**src/rtl/cpu_pkg.sv**
```systemverilog
// Shared opcodes, state encodings and ALU function codes for the CPU control sequencer.
package cpu_pkg;

  localparam logic [3:0] OP_LOAD   = 4'd0;
  localparam logic [3:0] OP_MOV    = 4'd1;
  localparam logic [3:0] OP_ADD    = 4'd2;
  localparam logic [3:0] OP_SUB    = 4'd3;
  localparam logic [3:0] OP_XOR    = 4'd4;
  localparam logic [3:0] OP_LDPC   = 4'd5;
  localparam logic [3:0] OP_BRANCH = 4'd6;
  localparam logic [3:0] OP_AND    = 4'd7;
  localparam logic [3:0] OP_OR     = 4'd8;

  localparam logic [2:0] ALU_ADD = 3'd0;
  localparam logic [2:0] ALU_SUB = 3'd1;
  localparam logic [2:0] ALU_XOR = 3'd2;
  localparam logic [2:0] ALU_AND = 3'd3;
  localparam logic [2:0] ALU_OR  = 3'd4;

  typedef enum logic [3:0] {
    ST_IDLE   = 4'd0,
    ST_DECODE = 4'd1,
    ST_LOAD   = 4'd2,
    ST_MOVE   = 4'd3,
    ST_LDPC   = 4'd4,
    ST_BRANCH = 4'd5,
    ST_ALU_A  = 4'd6,
    ST_ALU_X  = 4'd7,
    ST_ALU_W  = 4'd8,
    ST_TRAP   = 4'd9
  } state_e;

  function automatic logic is_alu_op(input logic [3:0] op);
    return (op == OP_ADD) || (op == OP_SUB) || (op == OP_XOR) ||
           (op == OP_AND) || (op == OP_OR);
  endfunction

  function automatic logic [2:0] alu_func(input logic [3:0] op);
    logic [2:0] f;
    f = ALU_ADD;
    case (op)
      OP_SUB:  f = ALU_SUB;
      OP_XOR:  f = ALU_XOR;
      OP_AND:  f = ALU_AND;
      OP_OR:   f = ALU_OR;
      default: f = ALU_ADD;
    endcase
    return f;
  endfunction

  function automatic logic is_alu_state(input state_e s);
    return (s == ST_ALU_A) || (s == ST_ALU_X) || (s == ST_ALU_W);
  endfunction

endpackage

```
**src/rtl/seq_alu_counter.sv**
```systemverilog
// Loadable down-counter timing the ALU execute phase; saturates at zero and
// flags terminal count.
module seq_alu_counter #(
  parameter int ALU_CYCLES = 1
) (
  input  logic clock,
  input  logic resetn,
  input  logic load_i,
  input  logic dec_i,
  output logic zero_o
);

  localparam int CW = (ALU_CYCLES < 1) ? 1 : $clog2(ALU_CYCLES + 1);
  localparam logic [CW-1:0] LOAD_VAL = CW'(ALU_CYCLES - 1);

  logic [CW-1:0] cnt_q;
  logic [CW-1:0] cnt_d;

  always_comb begin
    cnt_d = cnt_q;
    if (load_i) begin
      cnt_d = LOAD_VAL;
    end else if (dec_i && (cnt_q != '0)) begin
      cnt_d = cnt_q - CW'(1);
    end
  end

  always_ff @(posedge clock) begin
    if (!resetn) begin
      cnt_q <= '0;
    end else begin
      cnt_q <= cnt_d;
    end
  end

  assign zero_o = (cnt_q == '0);

endmodule

```
**src/rtl/cpu_sequencer.sv**
```systemverilog
// Registered control sequencer: accepts one instruction, walks a per-opcode
// state sequence and drives datapath strobes. Optional macro: CPU_SEQ_ILLEGAL_TRAP_EN.
//
//   state  | meaning
//   IDLE   | waiting for an instruction, ready when not stalled
//   DECODE | branch on the registered opcode
//   LOAD   | write immediate to register file
//   MOVE   | register-to-register write
//   LDPC   | write register file and load PC
//   BRANCH | load PC
//   ALU_A  | load ALU A operand, arm the execute counter
//   ALU_X  | ALU execute, g_load on terminal count
//   ALU_W  | write ALU result back
//   TRAP   | illegal opcode, held until reset
module cpu_sequencer
  import cpu_pkg::*;
#(
  parameter int INSTR_W    = 16,
  parameter int ALU_CYCLES = 1
) (
  input  logic               clock,
  input  logic               resetn,
  input  logic               new_instr,
  input  logic [INSTR_W-1:0] instr,
  input  logic               stall,
  output logic               ready,
  output logic               done,
  output logic [3:0]         state,
  output logic               ir_load,
  output logic               a_load,
  output logic               g_load,
  output logic               rf_write,
  output logic               pc_load,
  output logic               imm_sel,
  output logic [2:0]         alu_op,
  output logic               illegal
);

  if (INSTR_W < 8) begin : g_bad_instr_w
    $error("cpu_sequencer: INSTR_W must be at least 8");
  end
  if (ALU_CYCLES < 1) begin : g_bad_alu_cycles
    $error("cpu_sequencer: ALU_CYCLES must be at least 1");
  end

  state_e     state_q;
  state_e     state_d;
  logic [3:0] op_q;
  logic [3:0] op_d;
  logic       run;
  logic       cnt_zero;
  logic       accept_r;
  logic       done_r;
  logic       a_load_r;
  logic       g_load_r;
  logic       rf_write_r;
  logic       pc_load_r;
  logic       imm_sel_r;

  // Only the opcode field of the instruction word is consumed here.
  logic unused_instr_bits;
  assign unused_instr_bits = ^instr[INSTR_W-5:0];

  assign run = resetn && !stall;

  always_ff @(posedge clock) begin
    if (!resetn) begin
      state_q <= ST_IDLE;
      op_q    <= '0;
    end else if (!stall) begin
      state_q <= state_d;
      op_q    <= op_d;
    end
  end

  seq_alu_counter #(
    .ALU_CYCLES(ALU_CYCLES)
  ) u_alu_counter (
    .clock  (clock),
    .resetn (resetn),
    .load_i (run && (state_q == ST_ALU_A)),
    .dec_i  (run && (state_q == ST_ALU_X)),
    .zero_o (cnt_zero)
  );

  always_comb begin
    state_d    = state_q;
    op_d       = op_q;
    accept_r   = 1'b0;
    done_r     = 1'b0;
    a_load_r   = 1'b0;
    g_load_r   = 1'b0;
    rf_write_r = 1'b0;
    pc_load_r  = 1'b0;
    imm_sel_r  = 1'b0;

    case (state_q)
      ST_IDLE: begin
        if (new_instr) begin
          accept_r = 1'b1;
          op_d     = instr[INSTR_W-1 -: 4];
          state_d  = ST_DECODE;
        end
      end
      ST_DECODE: begin
        if (op_q == OP_LOAD) begin
          state_d = ST_LOAD;
        end else if (op_q == OP_MOV) begin
          state_d = ST_MOVE;
        end else if (op_q == OP_LDPC) begin
          state_d = ST_LDPC;
        end else if (op_q == OP_BRANCH) begin
          state_d = ST_BRANCH;
        end else if (is_alu_op(op_q)) begin
          state_d = ST_ALU_A;
        end else begin
`ifdef CPU_SEQ_ILLEGAL_TRAP_EN
          state_d = ST_TRAP;
`else
          // Illegal opcode retires as a two-cycle NOP.
          done_r  = 1'b1;
          state_d = ST_IDLE;
`endif
        end
      end
      ST_LOAD: begin
        rf_write_r = 1'b1;
        imm_sel_r  = 1'b1;
        done_r     = 1'b1;
        state_d    = ST_IDLE;
      end
      ST_MOVE: begin
        rf_write_r = 1'b1;
        done_r     = 1'b1;
        state_d    = ST_IDLE;
      end
      ST_LDPC: begin
        rf_write_r = 1'b1;
        pc_load_r  = 1'b1;
        done_r     = 1'b1;
        state_d    = ST_IDLE;
      end
      ST_BRANCH: begin
        pc_load_r = 1'b1;
        done_r    = 1'b1;
        state_d   = ST_IDLE;
      end
      ST_ALU_A: begin
        a_load_r = 1'b1;
        state_d  = ST_ALU_X;
      end
      ST_ALU_X: begin
        if (cnt_zero) begin
          g_load_r = 1'b1;
          state_d  = ST_ALU_W;
        end
      end
      ST_ALU_W: begin
        rf_write_r = 1'b1;
        done_r     = 1'b1;
        state_d    = ST_IDLE;
      end
      ST_TRAP: begin
`ifdef CPU_SEQ_ILLEGAL_TRAP_EN
        state_d = ST_TRAP;
`else
        state_d = ST_IDLE;
`endif
      end
      default: state_d = ST_IDLE;
    endcase
  end

  // Strobes are suppressed while stalled so they replay exactly once on release.
  assign ready    = run && (state_q == ST_IDLE);
  assign ir_load  = run && accept_r;
  assign done     = run && done_r;
  assign a_load   = run && a_load_r;
  assign g_load   = run && g_load_r;
  assign rf_write = run && rf_write_r;
  assign pc_load  = run && pc_load_r;
  assign imm_sel  = run && imm_sel_r;
  assign state    = resetn ? state_q : ST_IDLE;
  assign alu_op   = (resetn && is_alu_state(state_q)) ? alu_func(op_q) : ALU_ADD;

`ifdef CPU_SEQ_ILLEGAL_TRAP_EN
  assign illegal = resetn && (state_q == ST_TRAP);
`else
  assign illegal = 1'b0;
`endif

endmodule

```
**config.mk**
```make
export PLATFORM = sky130hd
export DESIGN_NAME = cpu_sequencer
export DESIGN_NICKNAME = d
export VERILOG_FILES = /design/src/rtl/cpu_pkg.sv /design/src/rtl/seq_alu_counter.sv /design/src/rtl/cpu_sequencer.sv
export SDC_FILE = /design/constraint.sdc
export NUM_CORES = 1
export LEC_CHECK = 0
export ABC_AREA = 1
export CORE_MARGIN = 1
export CORE_UTILIZATION = 35
export CTS_CLUSTER_DIAMETER = 80
export DETAILED_ROUTE_END_ITERATION = 10
export PLACE_DENSITY = 0.78
export SETUP_SLACK_MARGIN = 0.2
export SLEW_MARGIN = 40
export SYNTH_ARGS = -nofsm -noshare
export SYNTH_HDL_FRONTEND = slang
export SYNTH_SLANG_ARGS = --single-unit
```
**constraint.sdc**
```tcl
create_clock -name clock -period 1.5 [get_ports clock]
set_input_delay 0.225 -clock clock [delete_from_list [all_inputs] [get_ports clock]]
set_output_delay 0.225 -clock clock [all_outputs]
set_load 0.01 [all_outputs]
```
==> key figures <==
Outcome
  • Run status: finished with violations
  • Violated checks: negative setup slack

Finish
  • Fill cells: 106
  • Footprint of the multi-input gates: 582 um2
  • Commonest non-fill, non-tap cells in the layout: 29 x buf_4, 28 x nand2_1, 13 x buf_2
  • Inserted Diodes: 0
  • Area Overhead vs Synth: 101%
  • Commonest non-fill, non-tap cell in the layout: buf_4
  • Layout Nets: 200
  • Layout Utilization: 0.769
  • Layout cell share with drive strength beyond 1: 0.626
  • Sequential cell area: 199 um2

Timing
  • Fmax: 613 MHz
  • Worst Hold Slack: 511 ps
  • Setup ws final: -132 ps
  • Unrepaired setup endpoints after global routing: yes
  • Final Slew Violations: 0
  • Total negative slack: -606 ps
  • Final hold violation count: 0
  • Period utilization: 1.09
  • Minimum clock period after layout: 1630 ps
  • Fin Clk Skew: 2.58 ps
  • Final setup vio count: 8

Floorplanning
  • Die Wd: 46.2 um
  • Die Area: 2130 um2
  • Row cnt: 15
  • Core Area: 1780 um2
  • Initial Utilization: 0.383
  • Die Ht: 46.2 um
  • I/O pin cnt: 36

Clock tree
  • CTS Hold Bufs: 0
  • Clock Latency Late Sink: 260 ps
  • CTS tree: built
  • Clock Pin Slew Worst Setup and Hold Paths: 60 ps
  • Clk buf depth: 2
  • H-Tree Level Count: 1
  • Clock sinks: 9
  • CTS root buffer: clkbuf_4
  • CTS Buf Count: 3

Yosys
  • Synth warn: 0
  • Net Count, Synth: 139
  • Largest area contributor in the netlist: dfxtp_1
  • Yosys top cell area share: 0.264
  • Compound-Gate Fraction of Synth Area: 0.130
  • Synth Area in Adders: 0
  • Main combinational cell family by area after synthesis: simple AND/OR/NAND/NOR gates
  • Mapped cell area: 683 um2
  • Simple-Gate Fraction of Synth Area: 0.469
  • Seq cells post-synth: 9
  • Synth Area per Inst: 5.74 um2
  • Mux cell area share after synthesis: 0
  • Post-Synthesis Cells: 119
  • Top cells by area, synth: dfxtp_1 26%, nand2_1 21%, inv_1 10%, nor2_1 8.2%, a21oi_1 4.4%
  • Seq/Total Area, Yosys: 0.264
  • Yosys cell types: 22
  • XOR/XNOR Fraction of Synth Area: 0

Global route
  • Tot GR Track Use: 0.250
  • Vias in the first global route: 877
  • GRT overflow: 0
  • Largest net degree at the start of global routing: 12
  • First-pass GRT wire length: 3800 um
  • Initial antenna violation count: 0

Route
  • Routed length per placed instance: 14.0 um
  • Initial DRC count: 52
  • Routed wire length: 2860 um
  • DR vias: 1034
  • DRC Markers: 0
  • DR pass1 iterations: 4
  • Vias/cell: 5.07
  • ANT nets after route: 0

Worst setup path
  • Req. time, crit path: 1270 ps
  • FF-to-FF setup slack: 50 ps
  • Reg2Reg Capture Point: state_q[1]
  • R2r startpoint: state_q[3]
  • Critical path type: flop to primary output
  • Critical Path Source Type: flop
  • CP endpoint kind: primary output
  • Crit-path max FO: 3
  • Reg2Reg Depth: 11
  • CP arrival: 1410 ps

Pwr
  • Leak: 0.000732 uW
  • Total power: 786 uW
  • Pwr/cell area: 573 nW/um2
  • VDD IR max: 0.715 mV

Placement
  • Post-place setup slack: -533 ps
  • DP Wirelength: 1650 um
  • Port bufs: 22
  • Placer congestion estimate: 0.804

Min path
  • Hold Startpoint: resetn
  • Hold Path Depth: 4
  • Hold Path Sink: op_q[3]
  • Worst hold-check path type: input port to flop

Run
  • Max-cap violation count: 0
worst max-delay path by stage:
stage	startpoint	end	slack [ps]	cells past startpoint
2_1_floorplan	state_q[1]	g_load	210	3
5_1_grt	state_q[2]	alu_op[1]	-180	7
6_report	state_q[3]	g_load	-130	6
4_1_cts	state_q[2]	done	-50	6
3_3_place_gp	resetn	g_load	-440	6
3_5_place_dp	resetn	g_load	-530	6
routing by layer:
layer  track usage  vias to the layer above  share of wire
li1              -                      490              -
met1         0.302                      489           0.41
met2         0.425                       47           0.52
met3        0.0431                        8          0.043
met4         0.118                        0          0.024
met5             0                        -              0
Yosys cell counts:
| cell type | count |
|---|---|
| inv_1 | 19 |
| nand3b_1 | 1 |
| a211oi_1 | 1 |
| nor3_4 | 1 |
| nor2_1 | 15 |
| buf_4 | 1 |
| nand3_1 | 5 |
| a21oi_1 | 6 |
| nand2_2 | 1 |
| clkbuf_1 | 1 |
| dfxtp_1 | 9 |
| conb_1 | 1 |
| o21ai_0 | 5 |
| nand3_2 | 2 |
| nor2_2 | 2 |
| nor3_1 | 4 |
| nor4_1 | 1 |
| a21oi_2 | 1 |
| nor3b_1 | 1 |
| inv_2 | 2 |
| nand2_1 | 38 |
| o21ai_2 | 2 |
worst max-delay path, cell delays in order (launching register included):
cell	delay, ps
dfxtp_4	370
inv_4	60
nand2_4	40
buf_6	120
nor3_4	170
nor3b_2	200
buf_2	170
timing repair:
action | in CTS | in global routing
setup endpoints to repair | 22 | 21
resized for setup | 102 | 34
pin swaps | 8 | 10
setup buffers | 4 | 6
logic make-up after synthesis:
family / count (synthesis)
AOI/OAI and AO/OA: 15
buffers and inverters: 23
DFF: 9
other: 1
and+or+nand+nor: 71
metrics by stage:
stage / instances / cell area, um2
after floorplan: 119 / 689
after global placement: 190 / 1120
after detailed placement: 190 / 1120
after CTS: 198 / 1230
after global routing: 204 / 1370
final: 204 / 1370
state kept, by name (all words and copies together) (netlist names):
register / count
op_q: 4
state_q: 4
u_alu_counter.cnt_q: 1
layout make-up:
type                       instances  area share
tap                               25      0.0228
inverter                          21      0.0611
multi-input combinational         87       0.424
sequential                         9       0.145
clock buffer                       4      0.0192
timing repair buffer              58       0.328
where the power goes:
group | switching [uW] | internal, uW
Sequential | 21.7 | 252
Combinational | 175 | 150
Clock | 84.4 | 103
Total | 282 | 504
Note: power is estimated with default switching activity, not from simulation.
